`src/rtl/alu_pkg.sv`:
```
// Shared constants and decoded-entry layout for the ALU control decoder pipe.
// ALU_DEC_MULDIV_EN adds the M-extension marker to each decoded entry.
package alu_pkg;

    localparam int ALU_CODE_W = 4;
    localparam int BR_COND_W  = 3;

    localparam logic [ALU_CODE_W-1:0] ALU_ADD  = 4'b0000;
    localparam logic [ALU_CODE_W-1:0] ALU_SUB  = 4'b0001;
    localparam logic [ALU_CODE_W-1:0] ALU_AND  = 4'b0010;
    localparam logic [ALU_CODE_W-1:0] ALU_OR   = 4'b0011;
    localparam logic [ALU_CODE_W-1:0] ALU_XOR  = 4'b0100;
    localparam logic [ALU_CODE_W-1:0] ALU_SLT  = 4'b0101;
    localparam logic [ALU_CODE_W-1:0] ALU_SLTU = 4'b0110;
    localparam logic [ALU_CODE_W-1:0] ALU_SLL  = 4'b0111;
    localparam logic [ALU_CODE_W-1:0] ALU_SRL  = 4'b1000;
    localparam logic [ALU_CODE_W-1:0] ALU_SRA  = 4'b1001;
    localparam logic [ALU_CODE_W-1:0] ALU_MUL  = 4'b1010;
    localparam logic [ALU_CODE_W-1:0] ALU_DIV  = 4'b1011;

    localparam logic [6:0] OP_RTYPE  = 7'b0110011;
    localparam logic [6:0] OP_ITYPE  = 7'b0010011;
    localparam logic [6:0] OP_BRANCH = 7'b1100011;

    localparam logic [6:0] F7_BASE   = 7'b0000000;
    localparam logic [6:0] F7_ALT    = 7'b0100000;
    localparam logic [6:0] F7_MULDIV = 7'b0000001;

    typedef struct packed {
        logic [ALU_CODE_W-1:0] code;
        logic                  br_en;
        logic [BR_COND_W-1:0]  br_cond;
        logic                  illegal;
`ifdef ALU_DEC_MULDIV_EN
        logic                  is_md;
`endif
    } dec_entry_t;

endpackage

```
`src/rtl/alu_dec_comb.sv`:
```
// Purely combinational ALU control decode applied to the request at the push side.
// ALU_DEC_MULDIV_EN enables MUL/DIV decode of the R-type M pattern.
module alu_dec_comb
    import alu_pkg::*;
(
    input  logic [1:0] alu_op,
    input  logic [2:0] funct3,
    input  logic [6:0] funct7,
    input  logic [6:0] op,
    output dec_entry_t entry
);

    logic [ALU_CODE_W-1:0] code_s;
    logic                  illegal_s;
    logic                  rtype_bad_s;
    logic                  m_pattern_s;
    logic                  br_en_s;

    assign m_pattern_s = (op == OP_RTYPE) && (funct7 == F7_MULDIV);
    // Any op[5] encoding whose funct7 is neither base nor a legal alternate form.
    assign rtype_bad_s = op[5] && (funct7 != F7_BASE)
                         && !((funct7 == F7_ALT) && ((funct3 == 3'b000) || (funct3 == 3'b101)));
    assign br_en_s     = (op == OP_BRANCH);

    // ALU code and illegal flag selection.
    always_comb begin
        code_s    = ALU_ADD;
        illegal_s = 1'b0;
        case (alu_op)
            2'b00: code_s = ALU_ADD;
            2'b01: begin
                if (funct3[2:1] == 2'b11) begin
                    code_s = ALU_SLTU;
                end else begin
                    code_s = ALU_SUB;
                end
            end
            2'b10: begin
                case (funct3)
                    3'b000:  code_s = (op[5] && funct7[5]) ? ALU_SUB : ALU_ADD;
                    3'b001:  code_s = ALU_SLL;
                    3'b010:  code_s = ALU_SLT;
                    3'b011:  code_s = ALU_SLTU;
                    3'b100:  code_s = ALU_XOR;
                    3'b101:  code_s = funct7[5] ? ALU_SRA : ALU_SRL;
                    3'b110:  code_s = ALU_OR;
                    3'b111:  code_s = ALU_AND;
                    default: code_s = ALU_ADD;
                endcase
            end
            2'b11: begin
                code_s    = ALU_ADD;
                illegal_s = 1'b1;
            end
            default: begin
                code_s    = ALU_ADD;
                illegal_s = 1'b1;
            end
        endcase
        if (m_pattern_s) begin
`ifdef ALU_DEC_MULDIV_EN
            code_s    = funct3[2] ? ALU_DIV : ALU_MUL;
            illegal_s = 1'b0;
`else
            code_s    = ALU_ADD;
            illegal_s = 1'b1;
`endif
        end else begin
            illegal_s = illegal_s | rtype_bad_s;
        end
    end

    assign entry.code    = code_s;
    assign entry.br_en   = br_en_s;
    assign entry.br_cond = br_en_s ? funct3 : 3'b000;
    assign entry.illegal = illegal_s;
`ifdef ALU_DEC_MULDIV_EN
    assign entry.is_md   = m_pattern_s;
`endif

endmodule

```
`src/rtl/alu_decoder_pipe.sv`:
```
// Registered ALU control decoder with a 2-entry head-first skid FIFO.
// ALU_DEC_MULDIV_EN adds a head-wait counter holding M ops for MD_LATENCY cycles.
module alu_decoder_pipe
    import alu_pkg::*;
#(
    parameter int CTRL_W     = 4,
    parameter int MD_LATENCY = 4
) (
    input  logic              clk,
    input  logic              rst_n,
    input  logic              in_valid,
    output logic              in_ready,
    input  logic [1:0]        alu_op,
    input  logic [2:0]        funct3,
    input  logic [6:0]        funct7,
    input  logic [6:0]        op,
    output logic              out_valid,
    input  logic              out_ready,
    output logic [CTRL_W-1:0] alu_ctrl,
    output logic              br_en,
    output logic [2:0]        br_cond,
    output logic              illegal,
    output logic              md_busy
);

    if ((CTRL_W < 4) || (MD_LATENCY < 1) || (MD_LATENCY > 15)) begin : g_bad_params
        $error("alu_decoder_pipe: CTRL_W must be >= 4 and MD_LATENCY in 1..15");
    end

    dec_entry_t dec_s;
    dec_entry_t head_r;
    dec_entry_t tail_r;
    dec_entry_t head_next_s;
    logic [1:0] count_r;
    logic [1:0] count_next_s;
    logic       push_s;
    logic       pop_s;
    logic       head_load_s;

    alu_dec_comb u_dec (
        .alu_op (alu_op),
        .funct3 (funct3),
        .funct7 (funct7),
        .op     (op),
        .entry  (dec_s)
    );

    assign in_ready = (count_r != 2'd2);
    assign push_s   = in_valid && in_ready;
    assign pop_s    = out_valid && out_ready;

    // Head/count next-state; push-with-pop only happens at count 1 since full blocks push.
    always_comb begin
        head_load_s  = 1'b0;
        head_next_s  = head_r;
        count_next_s = count_r;
        if (push_s && ((count_r == 2'd0) || pop_s)) begin
            head_load_s = 1'b1;
            head_next_s = dec_s;
        end else if (pop_s && (count_r == 2'd2)) begin
            head_load_s = 1'b1;
            head_next_s = tail_r;
        end else begin
            head_load_s = 1'b0;
        end
        case ({push_s, pop_s})
            2'b10:   count_next_s = count_r + 2'd1;
            2'b01:   count_next_s = count_r - 2'd1;
            default: count_next_s = count_r;
        endcase
    end

    // FIFO storage and occupancy.
    always_ff @(posedge clk or negedge rst_n) begin
        if (!rst_n) begin
            head_r  <= '0;
            tail_r  <= '0;
            count_r <= 2'd0;
        end else begin
            count_r <= count_next_s;
            if (head_load_s) begin
                head_r <= head_next_s;
            end
            if (push_s && !pop_s && (count_r == 2'd1)) begin
                tail_r <= dec_s;
            end
        end
    end

`ifdef ALU_DEC_MULDIV_EN
    localparam logic [3:0] MD_LOAD = 4'(MD_LATENCY - 1);
    logic [3:0] md_cnt_r;

    // Head-wait countdown, reloaded whenever a new entry reaches the head.
    always_ff @(posedge clk or negedge rst_n) begin
        if (!rst_n) begin
            md_cnt_r <= 4'd0;
        end else if (head_load_s) begin
            md_cnt_r <= head_next_s.is_md ? MD_LOAD : 4'd0;
        end else if (md_cnt_r != 4'd0) begin
            md_cnt_r <= md_cnt_r - 4'd1;
        end
    end

    assign out_valid = (count_r != 2'd0) && (md_cnt_r == 4'd0);
    assign md_busy   = (count_r != 2'd0) && (md_cnt_r != 4'd0);
`else
    assign out_valid = (count_r != 2'd0);
    assign md_busy   = 1'b0;
`endif

    assign alu_ctrl = CTRL_W'(head_r.code);
    assign br_en    = head_r.br_en;
    assign br_cond  = head_r.br_cond;
    assign illegal  = head_r.illegal;

endmodule
```
`config.mk`:
```
export PLATFORM = sky130hd
export DESIGN_NAME = alu_decoder_pipe
export DESIGN_NICKNAME = d
export VERILOG_FILES = /design/src/rtl/alu_pkg.sv /design/src/rtl/alu_dec_comb.sv /design/src/rtl/alu_decoder_pipe.sv
export SDC_FILE = /design/constraint.sdc
export NUM_CORES = 1
export LEC_CHECK = 0
export ABC_AREA = 1
export CORE_ASPECT_RATIO = 1.75
export CORE_MARGIN = 2
export CORE_UTILIZATION = 47
export DETAILED_ROUTE_END_ITERATION = 6
export HOLD_SLACK_MARGIN = 0.03
export PLACE_DENSITY = 0.75
export SETUP_SLACK_MARGIN = 0.2
export SYNTH_ARGS = -nofsm -noshare
export SYNTH_HDL_FRONTEND = slang
export SYNTH_SLANG_ARGS = --single-unit
```
`constraint.sdc`:
```
create_clock -name clk -period 1.82 [get_ports clk]
set_input_delay 0.182 -clock clk [delete_from_list [all_inputs] [get_ports clk]]
set_output_delay 0.182 -clock clk [all_outputs]
set_load 0.05 [all_outputs]
```
Yosys cells after proc, flatten, opt, wreduce, memory -nomap -nowiden
Index checks and enable logic that the tools add are counted.
{"block": "totals", "reg_bits": 20, "out_inout_bits": 12}
{"block": "classes", "n_addsub": 2, "eq_ne": 20, "muxes": 14, "bitwise": 1, "n_reduce_logical": 24}
{"cell": "case mux 4 bit (8 select lines)", "count": 1}
{"cell": "two-way mux 9 bit", "count": 2}
{"cell": "equality test 7 x 6 -> 1 bit, second input constant", "count": 2}
{"cell": "equality test 3 bit, second input constant", "count": 4}
{"cell": "case mux 4 bit (3 select lines)", "count": 1}
{"cell": "logical AND 1 bit", "count": 11}
{"cell": "equality test 2 bit, second input constant", "count": 5}
{"cell": "equality test 7 x 1 -> 1 bit, second input constant", "count": 1}
{"cell": "equality test 7 bit, second input constant", "count": 1}
{"cell": "nonzero test 7 bit", "count": 1}
{"cell": "equality test 2 x 1 -> 1 bit, second input constant", "count": 3}
{"cell": "equality test 3 x 2 -> 1 bit, second input constant", "count": 2}
{"cell": "two-way mux 1 bit", "count": 6}
{"cell": "two-way mux 3 bit", "count": 2}
{"cell": "nonzero test 2 bit", "count": 3}
{"cell": "zero test 2 bit", "count": 2}
{"cell": "two-way mux 4 bit", "count": 1}
{"cell": "case mux 2 bit (2 select lines)", "count": 1}
{"cell": "equality test 3 x 1 -> 1 bit, second input constant", "count": 1}
{"cell": "zero test 3 bit", "count": 1}
{"cell": "adder 2 x 1 -> 2 bit, second input constant", "count": 1}
{"cell": "zero test 1 bit", "count": 2}
{"cell": "logical OR 1 bit", "count": 2}
{"cell": "inequality test 2 bit, second input constant", "count": 1}
{"cell": "4 further kinds", "count": 4}

Logic depth before layout (Yosys ltp)
Gate-level depths: netlist of run 1.
{"block": "depth", "ltp_word": 8, "depth_mapped": 10}

Hierarchy
From an unflattened synthesis of run 1, not the netlist that was laid out.
{"block": "unflattened", "hier_cells": 189, "hier_area_um2": 1337.5}
{"mod": "alu_decoder_pipe", "n_inst": 1, "cells_per_inst": 126, "area_per_inst_um2": 1043.5}
{"mod": "alu_dec_comb", "n_inst": 1, "cells_per_inst": 63, "area_per_inst_um2": 294.0}

Worst setup path after synthesis of run 1
No wires, ideal clock.
{"block": "synth_timing", "path_type": "register to register", "startpoint": "reg count_r[0]", "endpoint": "reg tail_r[6] (netlist bit)", "setup_time_ns": 0.119, "arrival_ns": 1.543, "path_slack_ns": 0.157, "path_stages_with_launch": 10, "path_cell_list": "dfrtp_1 -> inv_1 -> ha_1 -> nor2_4 -> inv_1 -> ha_1 -> nand2_2 -> clkinv_1 -> nand4_1 -> nand2_1"}
{"block": "synth_via", "elab_chain_len": 5, "elab_cells_between_ends": 8}
{"element": "from (decl)", "line": "alu_decoder_pipe.sv:34", "source": "logic [1:0] count_r;"}
{"element": "from (signal assigned)", "line": "alu_decoder_pipe.sv:80", "source": "count_r <= count_next_s;"}
{"element": "nonzero test 2 bit", "line": "alu_decoder_pipe.sv:108", "source": "assign out_valid = (count_r != 2'd0);"}
{"element": "logical AND 1 bit", "line": "alu_decoder_pipe.sv:50", "source": "assign pop_s = out_valid && out_ready;"}
{"element": "zero test 1 bit", "line": "alu_decoder_pipe.sv:84", "source": "if (push_s && !pop_s && (count_r == 2'd1)) begin"}
{"element": "logical AND 1 bit", "line": "alu_decoder_pipe.sv:84"}
{"element": "logical AND 1 bit (*)", "line": "alu_decoder_pipe.sv:84"}
{"element": "to (signal assigned)", "line": "alu_decoder_pipe.sv:85", "source": "tail_r <= dec_s;"}
{"element": "to (decl)", "line": "alu_decoder_pipe.sv:32", "source": "dec_entry_t tail_r;"}
Every way passes the cells marked *; elsewhere a longest branch is shown, timed or not.
A chain may end at the register's enable or synchronous reset.

Worst setup path after layout of run 1
{"block": "layout_timing", "startpoint": "reg head_r, in the netlist alu_ctrl[0]", "endpoint": "out alu_ctrl[0]"}
{"element": "from (decl)", "line": "alu_decoder_pipe.sv:31", "source": "dec_entry_t head_r;"}
{"element": "from (signal assigned)", "line": "alu_decoder_pipe.sv:82", "source": "head_r <= head_next_s;"}
{"element": "to (decl)", "line": "alu_decoder_pipe.sv:19", "source": "output logic [CTRL_W-1:0] alu_ctrl,"}
No word-level cell between the ends.

==> results.yml, run 1 <==
power:
  combPwrFrac_pct: 55.4
  p_seq_share_pct: 29.0
  p_int_mw: 1.25
  p_leak_nw: 0.927
  p_per_area_nw_per_um2: 1290
  power.share.clock_pct: 15.6
  ir_worst_vdd_mv: 0.534
  p_sw_share_pct: 43.9
  switchingPower_uw: 978
critical_path:
  cp-start-kind: "register"
  cpMaxStageDelayCell: "clkdlybuf4s50_1"
  path_delay_family: "buffers and inverters"
  critPathLaunch: "alu_ctrl[0]$_DFFE_PN0P_"
  cp.required_ns: 1.64
  critPathArrivalTime_ns: 1.41
  path_buf_inv: 1
  cp_max_fo: 2
  slowest_delay_ns: 0.80
  crit_chain: "clkdlybuf4s50_1"
  worstReg2RegStart: "count_r[0]$_DFFE_PN0P_"
  path_class: "reg2out"
  endpoint_kind: "output pin"
logic_synthesis:
  synth_ff_type: "dfrtp_1"
  ys_ff_latch: 20
  synthTopCellsByCount: "nand2_1 (52), nand3_1 (23), dfrtp_1 (20)"
  netlist.area_leader.share_pct: 40.6
  synth_edf_count: 0
  yosys_warnings: 0
  syn_area_um2: 1230
  syn_nets: 193
  yosysMostFrequentCell: "nand2_1"
  seq_area_frac_synth_pct: 40.6
  avgSynthCellArea_um2: 7.47
  async_flop_share_pct: 100
  synthCells: 165
  yosys.area.top_type: "dfrtp_1"
  ys_types: 27
  synthTopCellsByArea: "dfrtp_1 (41%), nand2_1 (16%), nand3_1 (9.3%), inv_1 (5.2%), ha_1 (5.1%)"
floorplan:
  die_y_um: 71.7
  fp.dieArea_um2: 3060
  die_x_um: 42.7
  num_io_pins: 35
  start_util_pct: 49.4
  core_area_um2: 2490
  row_count: 24
timing:
  rsz0062_at_grt: "no"
  worst_slack_ns: 0.229
  finalSetupTns_ns: 0
  tightest_slew_ns: 0.513
  final_hold_viol_count: 0
  max_freq_mhz: 628
  finalHoldWorstSlack_ns: 0.248
  max_slew_margin_pct: 65.8
  finalCritPeriodShare_pct: 87.4
  period_needed_ns: 1.59
  slew_viol_final: 0
  setup_violations: 0
  skew_ns: 0.00123
grt:
  grt_start_max_net_pins: 21
  overflow: 0
  grt_util_all_layers_pct: 22.0
  grt_pass1_wl_um: 5160
  grt_pass1_vias: 1240
  antenna_found_initial: 0
clock_tree:
  hold_buffers: 0
  cts_tree: "done"
  clock_path_buffers: 2
  path_clk_slew_ns: 0.08
  htreeDepth: 1
  numClockSinks: 20
  cts_root_buf: "clkbuf_8"
  insertion_delay_ns: 0.26
  cts_buffers: 3
flow_run:
  drv_cap: 0
detailed_routing:
  via_per_inst: 5.20
  drcViolationCount: 0
  antenna_left: 0
  vias: 1195
  wl_per_cell_um: 13.0
  drt-pass1-iter-count: 4
  drt_iter0_drc: 32
  wl_um: 2990
final_layout:
  design_area_um2: 1720
  syn2layout_area_growth_pct: 39.9
  final_cells: 230
  diodes: 0
  drive_above_1_share_pct: 13.2
  final_nets: 233
place:
  dp_hpwl_um: 2400
  gp_congestion: 0.881
  dp.cells: 225
  dp_slack_ns: 0.144
  port_buffers: 33
  post_dp_cell_area_um2: 1620
min_path:
  min_path_type: "in2async"
status:
  status: "finished clean"
-- final cells by class --
type / count / area, um2
flip-flops and latches: 20 / 500
well taps: 26 / 32.5
clock buffers: 4 / 55.1
repair buffers: 37 / 398
multi-input cells: 122 / 653
inverters: 21 / 85.1
fillers: 212 / 768
-- cell families (layout without fill, tap and decap cells) --
logic type      count (synthesis)  in the layout  share of synthesized area (%)
simple gates                  104            104                           39.7
buf+inv                        23             62                           8.22
flops                          20             20                           40.6
compound gates                 10             10                           4.67
fa+ha+maj                       5              5                           5.08
xor+xnor                        2              2                           1.42
other cells                     1              1                          0.304
-- power groups by stage --
stage | Sequential [mW] | Combinational (mW) | Clock (mW)
finish | 0.646 | 1.23 | 0.347
global route | 0.661 | 1.34 | 0.364
CTS | 0.643 | 1.19 | 0.349
detailed placement | 0.657 | 1.16 | 0
global placement | 0.648 | 1.13 | 0
floorplan | 0.842 | 0.564 | 0
-- sequential cells by signal (all words and copies together), names as in the netlist --
register / flops
br_en: 1
tail_r: 9
illegal: 1
br_cond: 3
count_r: 2
alu_ctrl: 4
-- path summary, 6_finish.rpt --
kind	to	slack [ns]	cells after the start
max	alu_ctrl[0]	0.23	1
min	br_en$_DFFE_PN0P_	0.25	2
max reg2reg	tail_r[0]$_DFFE_PN0P_	0.31	9
min reg2reg	br_cond[0]$_DFFE_PN0P_	0.49	2
max in group asynchronous	alu_ctrl[2]$_DFFE_PN0P_	1.36	2
min in group clk	br_cond[0]$_DFFE_PN0P_	0.49	2
-- placed cells by master (no fill, tap or decap) --
cell type	netlist	layout
nand3b_1	2	2
clkbuf_8	0	4
dfrtp_1	20	20
and3b_1	1	1
nor2_4	3	3
nor3_1	2	2
o21ai_4	0	1
buf_6	1	1
inv_4	1	2
or2_2	1	1
o21ai_0	6	6
clkdlybuf4s50_1	0	24
a31oi_1	1	1
o211ai_1	1	1
xnor2_1	2	2
buf_4	1	3
nand3_1	23	23
ha_4	0	1
nand4_1	4	4
buf_12	0	2
inv_2	1	2
ha_1	5	3
clkinv_2	1	1
conb_1	1	1
o21ai_1	1	1
nand2_1	52	52
inv_1	17	16
nand3_2	2	2
nand2_2	3	3
dlymetal6s2s_1	0	6
nor2_1	11	11
ha_2	0	1
dlygate4sd2_1	0	1
-- stage by stage --
stage	total power [mW]	utilization (%)
after floorplan	1.41	-
after global placement	1.78	65.0
after detailed placement	1.82	65.0
after CTS	2.19	67.6
after global routing	2.36	69.2
final	2.23	69.2
-- routing by layer --
metal  up-vias  share of wire [%]  track usage, %  routed length [um]
met3         8                4.6            3.53                 139
met5         -                  0               0                   0
li1        605                  -               -                   -
met1       538                 37            23.2                1120
met4         0                2.4            11.8                  73
met2        44                 56            40.2                1670
-- repair_timing --
item                       in CTS  in global routing
pin swaps                       0                  1
setup buffers                   1                  0
setup endpoints to repair      10                 18
hold endpoints to repair        0                  0
gates resized for setup         2                 12
(Power assumes the default switching activity.)
==> run 2: changes to the inputs <==
--- a/config.mk
+++ b/config.mk
@@ -13,6 +13,7 @@
 export HOLD_SLACK_MARGIN = 0.03
 export PLACE_DENSITY = 0.75
 export SETUP_SLACK_MARGIN = 0.2
+export SLEW_MARGIN = 10
 export SYNTH_ARGS = -nofsm -noshare
 export SYNTH_HDL_FRONTEND = slang
 export SYNTH_SLANG_ARGS = --single-unit
==> results of run 2 <==
No change in the layout: final DEF, timing and power equal those of run 1.
==> run 3: changes to the inputs <==
--- a/config.mk
+++ b/config.mk
@@ -7,11 +7,11 @@
 export LEC_CHECK = 0
 export ABC_AREA = 1
 export CORE_ASPECT_RATIO = 1.75
-export CORE_MARGIN = 2
-export CORE_UTILIZATION = 47
+export CORE_MARGIN = 4
+export CORE_UTILIZATION = 51
 export DETAILED_ROUTE_END_ITERATION = 6
 export HOLD_SLACK_MARGIN = 0.03
-export PLACE_DENSITY = 0.75
+export PLACE_DENSITY = 0.81
 export SETUP_SLACK_MARGIN = 0.2
 export SLEW_MARGIN = 10
 export SYNTH_ARGS = -nofsm -noshare
==> constraint.sdc (replaced) <==
create_clock -name clk -period 1.91 [get_ports clk]
set_input_delay 0.191 -clock clk [delete_from_list [all_inputs] [get_ports clk]]
set_output_delay 0.191 -clock clk [all_outputs]
set_load 0.05 [all_outputs]
==> run 3 against run 2 <==
Sequential power down 5.9%. Clock power fell by 8.1%. Worst setup slack improved by 0.063 ns. First-iteration DRC count rose by 41%. Largest power group unchanged. Critical path type unchanged. Cell area is 3.4% lower. Final cell count is 0.43% lower.
==> results.yml, run 3 (same netlist as run 1, synthesis figures left out) <==
status:
  status: "finished clean"
power:
  switchingPower_uw: 871
  p_sw_share_pct: 43.8
  power.share.clock_pct: 16.0
  p_seq_share_pct: 30.5
  p_leak_nw: 0.823
  p_per_area_nw_per_um2: 1190
  ir_worst_vdd_mv: 0.623
  p_int_mw: 1.12
  combPwrFrac_pct: 53.4
clock_tree:
  cts_buffers: 3
  hold_buffers: 0
  cts_root_buf: "clkbuf_8"
  insertion_delay_ns: 0.26
  path_clk_slew_ns: 0.07
  numClockSinks: 20
  htreeDepth: 1
  clock_path_buffers: 2
  cts_tree: "done"
detailed_routing:
  drcViolationCount: 0
  wl_per_cell_um: 11.8
  drt-pass1-iter-count: 4
  drt_iter0_drc: 45
  antenna_left: 0
  vias: 1187
  wl_um: 2700
  via_per_inst: 5.18
flow_run:
  drv_cap: 0
final_layout:
  design_area_um2: 1670
  final_cells: 229
  layout_common_cells: "nand2_1 (52), clkdlybuf4s50_1 (31), nand3_1 (23)"
  syn2layout_area_growth_pct: 35.1
  final_common_cell: "nand2_1"
  diodes: 0
  largest_reg_flops: 9
  final_nets: 233
  drive_above_1_share_pct: 12.7
  regMostFlops: "tail_r"
  num-fill-cells: 184
grt:
  grt_util_all_layers_pct: 18.6
  antenna_found_initial: 0
  grt_pass1_vias: 1154
  grt_start_max_net_pins: 21
  grt_pass1_wl_um: 4640
  overflow: 0
timing:
  max_slew_margin_pct: 66.3
  period_needed_ns: 1.62
  tightest_slew_ns: 0.504
  finalSetupTns_ns: 0
  rsz0062_at_grt: "no"
  finalCritPeriodShare_pct: 84.7
  final_hold_viol_count: 0
  max_freq_mhz: 618
  skew_ns: 0.00205
  setup_violations: 0
  slew_viol_final: 0
  worst_slack_ns: 0.292
  finalHoldWorstSlack_ns: 0.262
floorplan:
  core_area_um2: 2300
  fp.dieArea_um2: 3300
  die_x_um: 45.2
  start_util_pct: 53.5
  die_y_um: 73.0
  num_io_pins: 35
  row_count: 23
critical_path:
  path_delay_family: "buffers and inverters"
  path_class: "reg2out"
  rr_endpoint: "tail_r[0]$_DFFE_PN0P_"
  cp_max_fo: 2
  slowest_delay_ns: 0.81
  critPathLaunch: "alu_ctrl[1]$_DFFE_PN0P_"
  crit_path_end: "alu_ctrl[1]"
  critPathArrivalTime_ns: 1.43
  cpMaxStageDelayCell: "clkdlybuf4s50_1"
  reg2reg_depth: 9
  worstReg2RegStart: "count_r[1]$_DFFE_PN0P_"
  cp-start-kind: "register"
  rrSetupSlack_ns: 0.35
  path_buf_inv: 1
  endpoint_kind: "output pin"
  crit_cells: 1
  cp.required_ns: 1.72
  crit_chain: "clkdlybuf4s50_1"
place:
  dp_slack_ns: 0.131
  gp_congestion: 0.903
  post_dp_cell_area_um2: 1590
  port_buffers: 33
  dp.cells: 224
  dp_hpwl_um: 2240
min_path:
  min_path_type: "in2async"
[run 3: how the worst min path moves through the flow]
stage          cells after the start                      end  slack (ns)
2_1_floorplan                      0  alu_ctrl[0]$_DFFE_PN0P_       -0.10
3_3_place_gp                       2      illegal$_DFFE_PN0P_        0.46
3_5_place_dp                       2        br_en$_DFFE_PN0P_        0.46
4_1_cts                            2  alu_ctrl[2]$_DFFE_PN0P_        0.28
5_1_grt                            2    tail_r[6]$_DFFE_PN0P_        0.28
6_report                           2    tail_r[6]$_DFFE_PN0P_        0.26
[run 3: cell type report]
class / count / area [um2] / share of cell area (%)
clock buffers: 4 / 55.1 / 3.31
repair buffers: 37 / 355 / 21.3
well taps: 25 / 31.3 / 1.88
flip-flops and latches: 20 / 500 / 30.1
inverters: 21 / 83.8 / 5.03
multi-input cells: 122 / 639 / 38.4
[run 3: power by group through the flow]
stage	sequential, mW	combinational [mW]	clock, mW
4_1_cts	0.616	1.04	0.319
3_5_place_dp	0.624	1.03	0
2_1_floorplan	0.803	0.536	0
3_3_place_gp	0.616	1.01	0
5_1_grt	0.622	1.15	0.339
6_report	0.608	1.06	0.319
[run 3: metrics by stage]
step                      util, %  total power [mW]
after floorplan                 -              1.34
after global routing         72.3              2.11
after global placement       69.2              1.63
final                        72.3              1.99
after detailed placement     69.2              1.66
after CTS                    71.6              1.98
[run 3: per-layer routing]
layer | vias to the layer above | routed length (um) | global-route usage, %
met1 | 532 | 1020 | 19.8
li1 | 606 | - | -
met2 | 38 | 1430 | 33.1
met4 | 0 | 100 | 10.1
met5 | - | 0 | 0
met3 | 11 | 141 | 2.72
[run 3: repair_timing]
action	4_1_cts	5_1_grt
endpoints found under the setup margin	8	13
setup buffers	0	1
gates resized for setup	1	2
